**config.mk**
```make
export PLATFORM = sky130hd
export DESIGN_NAME = spectrum_bar_renderer
export DESIGN_NICKNAME = d
export VERILOG_FILES = /design/src/rtl/spectrum_bar_renderer.sv
export SDC_FILE = /design/constraint.sdc
export NUM_CORES = 1
export LEC_CHECK = 0
export BUFFER_PORTS_ARGS = -buffer_cell sky130_fd_sc_hd__buf_2
export CORE_ASPECT_RATIO = 0.6
export CORE_MARGIN = 3
export CORE_UTILIZATION = 54
export CTS_CLUSTER_SIZE = 30
export DETAILED_ROUTE_END_ITERATION = 10
export PLACE_DENSITY_LB_ADDON = 0.15
export SLEW_MARGIN = 25
export SYNTH_ARGS = -nofsm -noshare
export SYNTH_HDL_FRONTEND = slang
export SYNTH_SLANG_ARGS = --single-unit
```
**constraint.sdc**
```tcl
create_clock -name pixel_clk -period 9.8 [get_ports pixel_clk]
set_input_delay 0.49 -clock pixel_clk [delete_from_list [all_inputs] [get_ports pixel_clk]]
set_output_delay 0.49 -clock pixel_clk [all_outputs]
set_load 0.01 [all_outputs]
```
**src/rtl/spectrum_bar_renderer.sv**
```systemverilog
// Spectrum bar renderer: draws NUM_BARS vertical magnitude bars from a
// double-buffered bin memory onto a 640x480 timing stream, 3-cycle pixel latency.
module spectrum_bar_renderer #(
    parameter int          NUM_BARS  = 64,
    parameter int          BAR_WIDTH = 10,
    parameter int          MAG_WIDTH = 9,
    parameter int          V_ACTIVE  = 480,
    parameter logic [11:0] BAR_COLOR = 12'h0F0,
    parameter logic [11:0] BG_COLOR  = 12'h000
) (
    input  logic                        pixel_clk,
    input  logic                        reset,
    input  logic                        bin_wr_en,
    input  logic [$clog2(NUM_BARS)-1:0] bin_wr_addr,
    input  logic [MAG_WIDTH-1:0]        bin_wr_data,
    input  logic                        bin_frame_done,
    output logic                        busy,
    input  logic [9:0]                  pixel_x,
    input  logic [9:0]                  pixel_y,
    input  logic                        video_on,
    input  logic                        frame_over,
    input  logic                        h_sync_in,
    input  logic                        v_sync_in,
    output logic [11:0]                 rgb,
    output logic                        h_sync_out,
    output logic                        v_sync_out
);

    localparam int AW = $clog2(NUM_BARS);
    localparam int BW = AW + 1;
    localparam int OW = $clog2(BAR_WIDTH);

    localparam logic [1:0] ST_CLEAR   = 2'd0;
    localparam logic [1:0] ST_FILL    = 2'd1;
    localparam logic [1:0] ST_PENDING = 2'd2;

    localparam logic [10:0]          V_ACT11   = 11'(V_ACTIVE);
    localparam logic [MAG_WIDTH-1:0] MAG_CEIL  = MAG_WIDTH'(V_ACTIVE);
    localparam logic [OW-1:0]        OFFS_LAST = OW'(BAR_WIDTH - 1);
    localparam logic [BW-1:0]        BAR_END   = BW'(NUM_BARS);

    logic [1:0]    state_q, state_d;
    logic [AW-1:0] clr_addr_q, clr_addr_d;
    logic          display_sel_q, display_sel_d;
    logic          clr_we, fill_we;

    // Write valid/ready: a bin_wr_en beat is taken only in a cycle where busy
    // is low; beats offered while busy is high are dropped, never stalled.
    always_comb begin
        state_d       = state_q;
        clr_addr_d    = clr_addr_q;
        display_sel_d = display_sel_q;
        clr_we        = 1'b0;
        fill_we       = 1'b0;
        case (state_q)
            ST_CLEAR: begin
                clr_we     = 1'b1;
                clr_addr_d = clr_addr_q + AW'(1);
                if (clr_addr_q == AW'(NUM_BARS - 1)) state_d = ST_FILL;
            end
            ST_FILL: begin
                fill_we = bin_wr_en;
                if (bin_frame_done) begin
                    if (frame_over) display_sel_d = ~display_sel_q;
                    else            state_d       = ST_PENDING;
                end
            end
            ST_PENDING: begin
                if (frame_over) begin
                    display_sel_d = ~display_sel_q;
                    state_d       = ST_FILL;
                end
            end
            default: state_d = ST_CLEAR;
        endcase
    end

    always_ff @(posedge pixel_clk) begin
        if (reset) begin
            state_q       <= ST_CLEAR;
            clr_addr_q    <= '0;
            display_sel_q <= 1'b0;
        end else begin
            state_q       <= state_d;
            clr_addr_q    <= clr_addr_d;
            display_sel_q <= display_sel_d;
        end
    end

    assign busy = (state_q != ST_FILL);

    logic [MAG_WIDTH-1:0] wr_mag, wr_data;
    logic [AW-1:0]        wr_addr;
    logic                 bank0_we, bank1_we;

    always_comb begin
        wr_mag   = (32'(bin_wr_data) > V_ACTIVE) ? MAG_CEIL : bin_wr_data;
        wr_addr  = clr_we ? clr_addr_q : bin_wr_addr;
        wr_data  = clr_we ? '0 : wr_mag;
        // The back bank is the one not on display.
        bank0_we = clr_we | (fill_we & display_sel_q);
        bank1_we = clr_we | (fill_we & ~display_sel_q);
    end

    // S1: column counter replaces a divide by BAR_WIDTH.
    logic [BW-1:0] col_bar_q, col_bar_d, cur_bar;
    logic [OW-1:0] col_offs_q, col_offs_d, cur_offs;
    logic [BW-1:0] s1_bar_q, s1_bar_d;
    logic [9:0]    s1_y_q, s1_y_d;
    logic          s1_von_q, s1_von_d, s1_inbar_q, s1_inbar_d;

    always_comb begin
        cur_bar  = (pixel_x == 10'd0) ? '0 : col_bar_q;
        cur_offs = (pixel_x == 10'd0) ? '0 : col_offs_q;
        if (cur_offs == OFFS_LAST) begin
            col_offs_d = '0;
            col_bar_d  = (cur_bar == BAR_END) ? cur_bar : cur_bar + BW'(1);
        end else begin
            col_offs_d = cur_offs + OW'(1);
            col_bar_d  = cur_bar;
        end
        s1_bar_d   = cur_bar;
        s1_y_d     = pixel_y;
        s1_von_d   = video_on;
        s1_inbar_d = (cur_bar < BAR_END) && (cur_offs != OFFS_LAST);
    end

    logic [MAG_WIDTH-1:0] bank0_mem [NUM_BARS];
    logic [MAG_WIDTH-1:0] bank1_mem [NUM_BARS];
    logic [MAG_WIDTH-1:0] bank0_rd_q, bank1_rd_q;

    always_ff @(posedge pixel_clk) begin
        if (bank0_we) bank0_mem[wr_addr] <= wr_data;
        bank0_rd_q <= bank0_mem[s1_bar_q[AW-1:0]];
    end

    always_ff @(posedge pixel_clk) begin
        if (bank1_we) bank1_mem[wr_addr] <= wr_data;
        bank1_rd_q <= bank1_mem[s1_bar_q[AW-1:0]];
    end

    // S2 flags travel alongside the synchronous bank read.
    logic [9:0]           s2_y_q, s2_y_d;
    logic                 s2_von_q, s2_von_d, s2_inbar_q, s2_inbar_d, s2_sel_q, s2_sel_d;
    logic [MAG_WIDTH-1:0] mag;
    logic                 lit;
    logic [11:0]          rgb_q, rgb_d;
    logic                 hs1_q, hs1_d, hs2_q, hs2_d, vs1_q, vs1_d, vs2_q, vs2_d;

    always_comb begin
        s2_y_d     = s1_y_q;
        s2_von_d   = s1_von_q;
        s2_inbar_d = s1_inbar_q;
        s2_sel_d   = display_sel_q;
        mag        = s2_sel_q ? bank1_rd_q : bank0_rd_q;
        // y >= V_ACTIVE - mag, rearranged to avoid an unsigned underflow.
        lit        = s2_inbar_q && (state_q != ST_CLEAR) &&
                     (({1'b0, s2_y_q} + 11'(mag)) >= V_ACT11);
        rgb_d      = !s2_von_q ? 12'h000 : (lit ? BAR_COLOR : BG_COLOR);
        hs1_d      = h_sync_in;
        hs2_d      = hs1_q;
        vs1_d      = v_sync_in;
        vs2_d      = vs1_q;
    end

    always_ff @(posedge pixel_clk) begin
        if (reset) begin
            col_bar_q  <= '0;
            col_offs_q <= '0;
            s1_bar_q   <= '0;
            s1_y_q     <= '0;
            s1_von_q   <= 1'b0;
            s1_inbar_q <= 1'b0;
            s2_y_q     <= '0;
            s2_von_q   <= 1'b0;
            s2_inbar_q <= 1'b0;
            s2_sel_q   <= 1'b0;
            rgb_q      <= '0;
            hs1_q      <= 1'b1;
            hs2_q      <= 1'b1;
            vs1_q      <= 1'b1;
            vs2_q      <= 1'b1;
        end else begin
            col_bar_q  <= col_bar_d;
            col_offs_q <= col_offs_d;
            s1_bar_q   <= s1_bar_d;
            s1_y_q     <= s1_y_d;
            s1_von_q   <= s1_von_d;
            s1_inbar_q <= s1_inbar_d;
            s2_y_q     <= s2_y_d;
            s2_von_q   <= s2_von_d;
            s2_inbar_q <= s2_inbar_d;
            s2_sel_q   <= s2_sel_d;
            rgb_q      <= rgb_d;
            hs1_q      <= hs1_d;
            hs2_q      <= hs2_d;
            vs1_q      <= vs1_d;
            vs2_q      <= vs2_d;
        end
    end

    assign rgb        = rgb_q;
    assign h_sync_out = hs2_q;
    assign v_sync_out = vs2_q;

endmodule

```
==> impl_metrics.py <==
metrics = {
    "sta": {
        "fin_crit_sh_pct": 42.3,
        "setup_viol": 0,
        "tns_ps": 0,
        "timing.final.hold_violations": 0,
        "clock_skew_ps": 25.6,
        "rsz0062_at_grt": "false",
        "fin_hold_ws_ps": 47.3,
        "fin_ws_ps": 5650,
        "period_needed_ps": 4150,
        "max_freq_ghz": 0.241,
        "slew_violations": 0,
        "worst_pin_slew_ps": 1120,
        "slew_headroom_pct": 24.9,
    },
    "clocking": {
        "cts-root-buf": "clkbuf_16",
        "htree_levels": 3,
        "clk_latency_ps": 700,
        "post-cts-setup-buffer-count": 0,
        "tritoncts": "yes",
        "path_clk_slew_ps": 60,
        "cts-hold-fix-buffers": 13,
        "cts_buffer_depth": 3,
        "cts_sinks": 1226,
        "cts_buffers": 105,
        "post_cts_resized": 0,
    },
    "synth": {
        "postSynthCellCount": 2302,
        "synth_edf_count": 1152,
        "synth.largest_area_cell": "edfxtp_1",
        "async_flop_share_pct": 0,
        "ys_top_cells_by_area": "edfxtp_1, mux4_2, dfxtp_1",
        "syn_area_um2": 47300,
        "avgSynthCellArea_um2": 20.6,
        "synth-seq-area-share_pct": 76.2,
        "synth_warnings": 0,
        "synth-seq-cells": 1226,
        "ys_types": 64,
        "ys.flop_type": "edfxtp_1",
        "yosysTopAreaCellShare_pct": 73.1,
    },
    "place": {
        "dp_cells": 3399,
        "preCtsSetupSlack_ps": 5720,
        "gp_congestion": 0.868,
        "hpwl_mm": 69.0,
        "port_buffers": 49,
        "placed_cell_area_um2": 48500,
    },
    "layout": {
        "final-instance-count-excl-fill": 3608,
        "final_cell_mix": "edfxtp_1, mux4_2, nor2_1, clkbuf_16, o22ai_1",
        "fin_util_pct": 60.5,
        "drive_above_1_share_pct": 21.9,
        "final_common_cell": "edfxtp_1",
        "fill_cells": 6042,
        "final_nets": 2431,
        "syn_to_final_growth_pct": 10.2,
        "finalInstanceArea_um2": 52200,
    },
    "global_routing": {
        "use_met2_pct": 33.2,
        "grt_max_degree": 114,
        "met1_usage_pct": 39.4,
        "antenna_found_initial": 5,
        "grt_pass1_wl_mm": 164,
        "first_global_vias": 22700,
        "grtUsageMet3_pct": 9.20,
        "busiest_layer": "met1",
        "globalRouteOverflowTotal": 0,
        "grt_usage_pct": 25.0,
    },
    "die": {
        "die_area_um2": 91400,
        "die_h_um": 235,
        "start_util_pct": 54.9,
        "boundaryPins": 58,
        "num_rows": 83,
        "core_area_um2": 86200,
        "die_w_um": 388,
    },
    "power": {
        "p_switching_mw": 1.96,
        "leakagePower_nw": 16.8,
        "power_frac_comb_pct": 1.5,
        "peakVddDrop_v": 0.000190,
        "power.total_mw": 10.1,
        "powerDensity_nw_per_um2": 194,
        "clkPwrFrac_pct": 42.1,
        "sw_frac_of_total_pct": 19.4,
        "internal-power_mw": 8.14,
        "p_seq_share_pct": 56.4,
    },
    "critical_path": {
        "end_kind": "flop",
        "cp_max_fo": 19,
        "required_ps": 10130,
        "r2r_end": "bank0_mem[40][2]",
        "r2r_setup_slack_ps": 5650,
        "arrival_ps": 4470,
        "critical_path_buf_inv_count": 0,
        "crit_chain": "or2_1, mux2i_1, nand3_2, nor2_1",
        "r2r_start": "state_q[0]",
        "cp_slowest_cell": "nor2_1",
        "r2r_cells": 4,
        "crit_family": "simple AND/OR/NAND/NOR gates",
        "crit_type": "reg -> reg",
        "setup.worst_path.start_class": "flop",
        "slowest_delay_ps": 1040,
    },
    "detailed_routing": {
        "drt_pre_antenna_iters": 5,
        "viasPerCell": 6.46,
        "finalWirelength_mm": 113,
        "drt_iter0_markers": 2807,
        "detail_route.wl_per_cell_um": 31.4,
        "ant_nets": 0,
        "dr_total_vias": 23300,
        "drc": 0,
    },
    "min_path": {
        "whs_path_depth": 2,
        "holdPathEnd": "s1_y_q[9]",
        "holdCritPathClass": "in -> reg",
        "min_from": "pixel_y[9]",
    },
    "run_status": {
        "outcome": "complete, no violations",
    },
    "job": {
        "drv_cap": 0,
    },
}
## worst max path at each step
stage	startpoint	to	depth (start not counted)
after floorplan	bin_wr_data[0]	bank0_mem[0][2]	3
after global placement	state_q[0]	bank1_mem[32][7]	4
after detailed placement	state_q[0]	bank1_mem[32][4]	4
after CTS	state_q[0]	bank1_mem[32][5]	4
after global routing	state_q[0]	bank1_mem[32][7]	4
final	state_q[0]	bank0_mem[40][2]	4
## cell type report
| type | count | area [µm²] | area share [%] |
|---|---|---|---|
| diodes | 1 | 2.50 | 0.00480 |
| clock buffers | 127 | 2780 | 5.32 |
| clock inverters | 67 | 707 | 1.36 |
| inverters | 8 | 30.0 | 0.0576 |
| multi-input cells | 942 | 10500 | 20.1 |
| flip-flops and latches | 1226 | 36100 | 69.2 |
| well taps | 1147 | 1440 | 2.75 |
| repair buffers | 90 | 631 | 1.21 |
## logic make-up after synthesis
logic type / Yosys count / synth area share [%]
simple gates: 355 / 3.50
mux: 318 / 14.6
buf+inv: 141 / 1.84
compound gates: 233 / 3.20
xor+xnor: 13 / 0.240
flops: 1226 / 76.2
other cells: 1 / 0.00792
fa+ha+maj: 15 / 0.412
## state kept, by name, summed over array words and instances, names as in the netlist, 2 cells and up
register and flops:
s2_y_q 10, bank0_mem 576, bank1_rd_q 9, s1_bar_q 6, bank1_mem 576, bank0_rd_q 9
col_offs_q 4, state_q 2, clr_addr_q 6, col_bar_q 7, s1_y_q 10
## per-layer routing
layer  wire [µm]  part of all wire [%]
met4        2170                   1.9
met2       47400                    42
met1       49600                    44
met5           0                     0
met3       14000                    12
## cells in the mapped netlist, drive strengths merged, types with 9 or more instances
cell	n
o22ai	80
nand2b	10
ha	14
nand2	44
dfxtp	74
mux2	12
or4	10
a21oi	25
xor2	11
o22a	11
nor2	188
and2	15
nor2b	29
buf	85
o21ai	44
clkbuf	48
mux4	288
mux2i	18
a22oi	44
edfxtp	1152
nand3	9
## power groups by stage
stage | combinational [mW] | sequential (mW) | clock, mW
after floorplan | 0.0843 | 5.80 | 0
after global placement | 0.141 | 5.81 | 0
after detailed placement | 0.144 | 5.81 | 0
after CTS | 0.148 | 5.70 | 4.31
after global routing | 0.160 | 5.70 | 4.54
final | 0.150 | 5.70 | 4.26
## worst register-to-register path, stage by stage, from the launching register on
cell,delay (ps)
dfxtp_1,530
or2_1,650
mux2i_1,640
nand3_2,930
nor2_1,1040
Power figures use the tool's default switching activity.
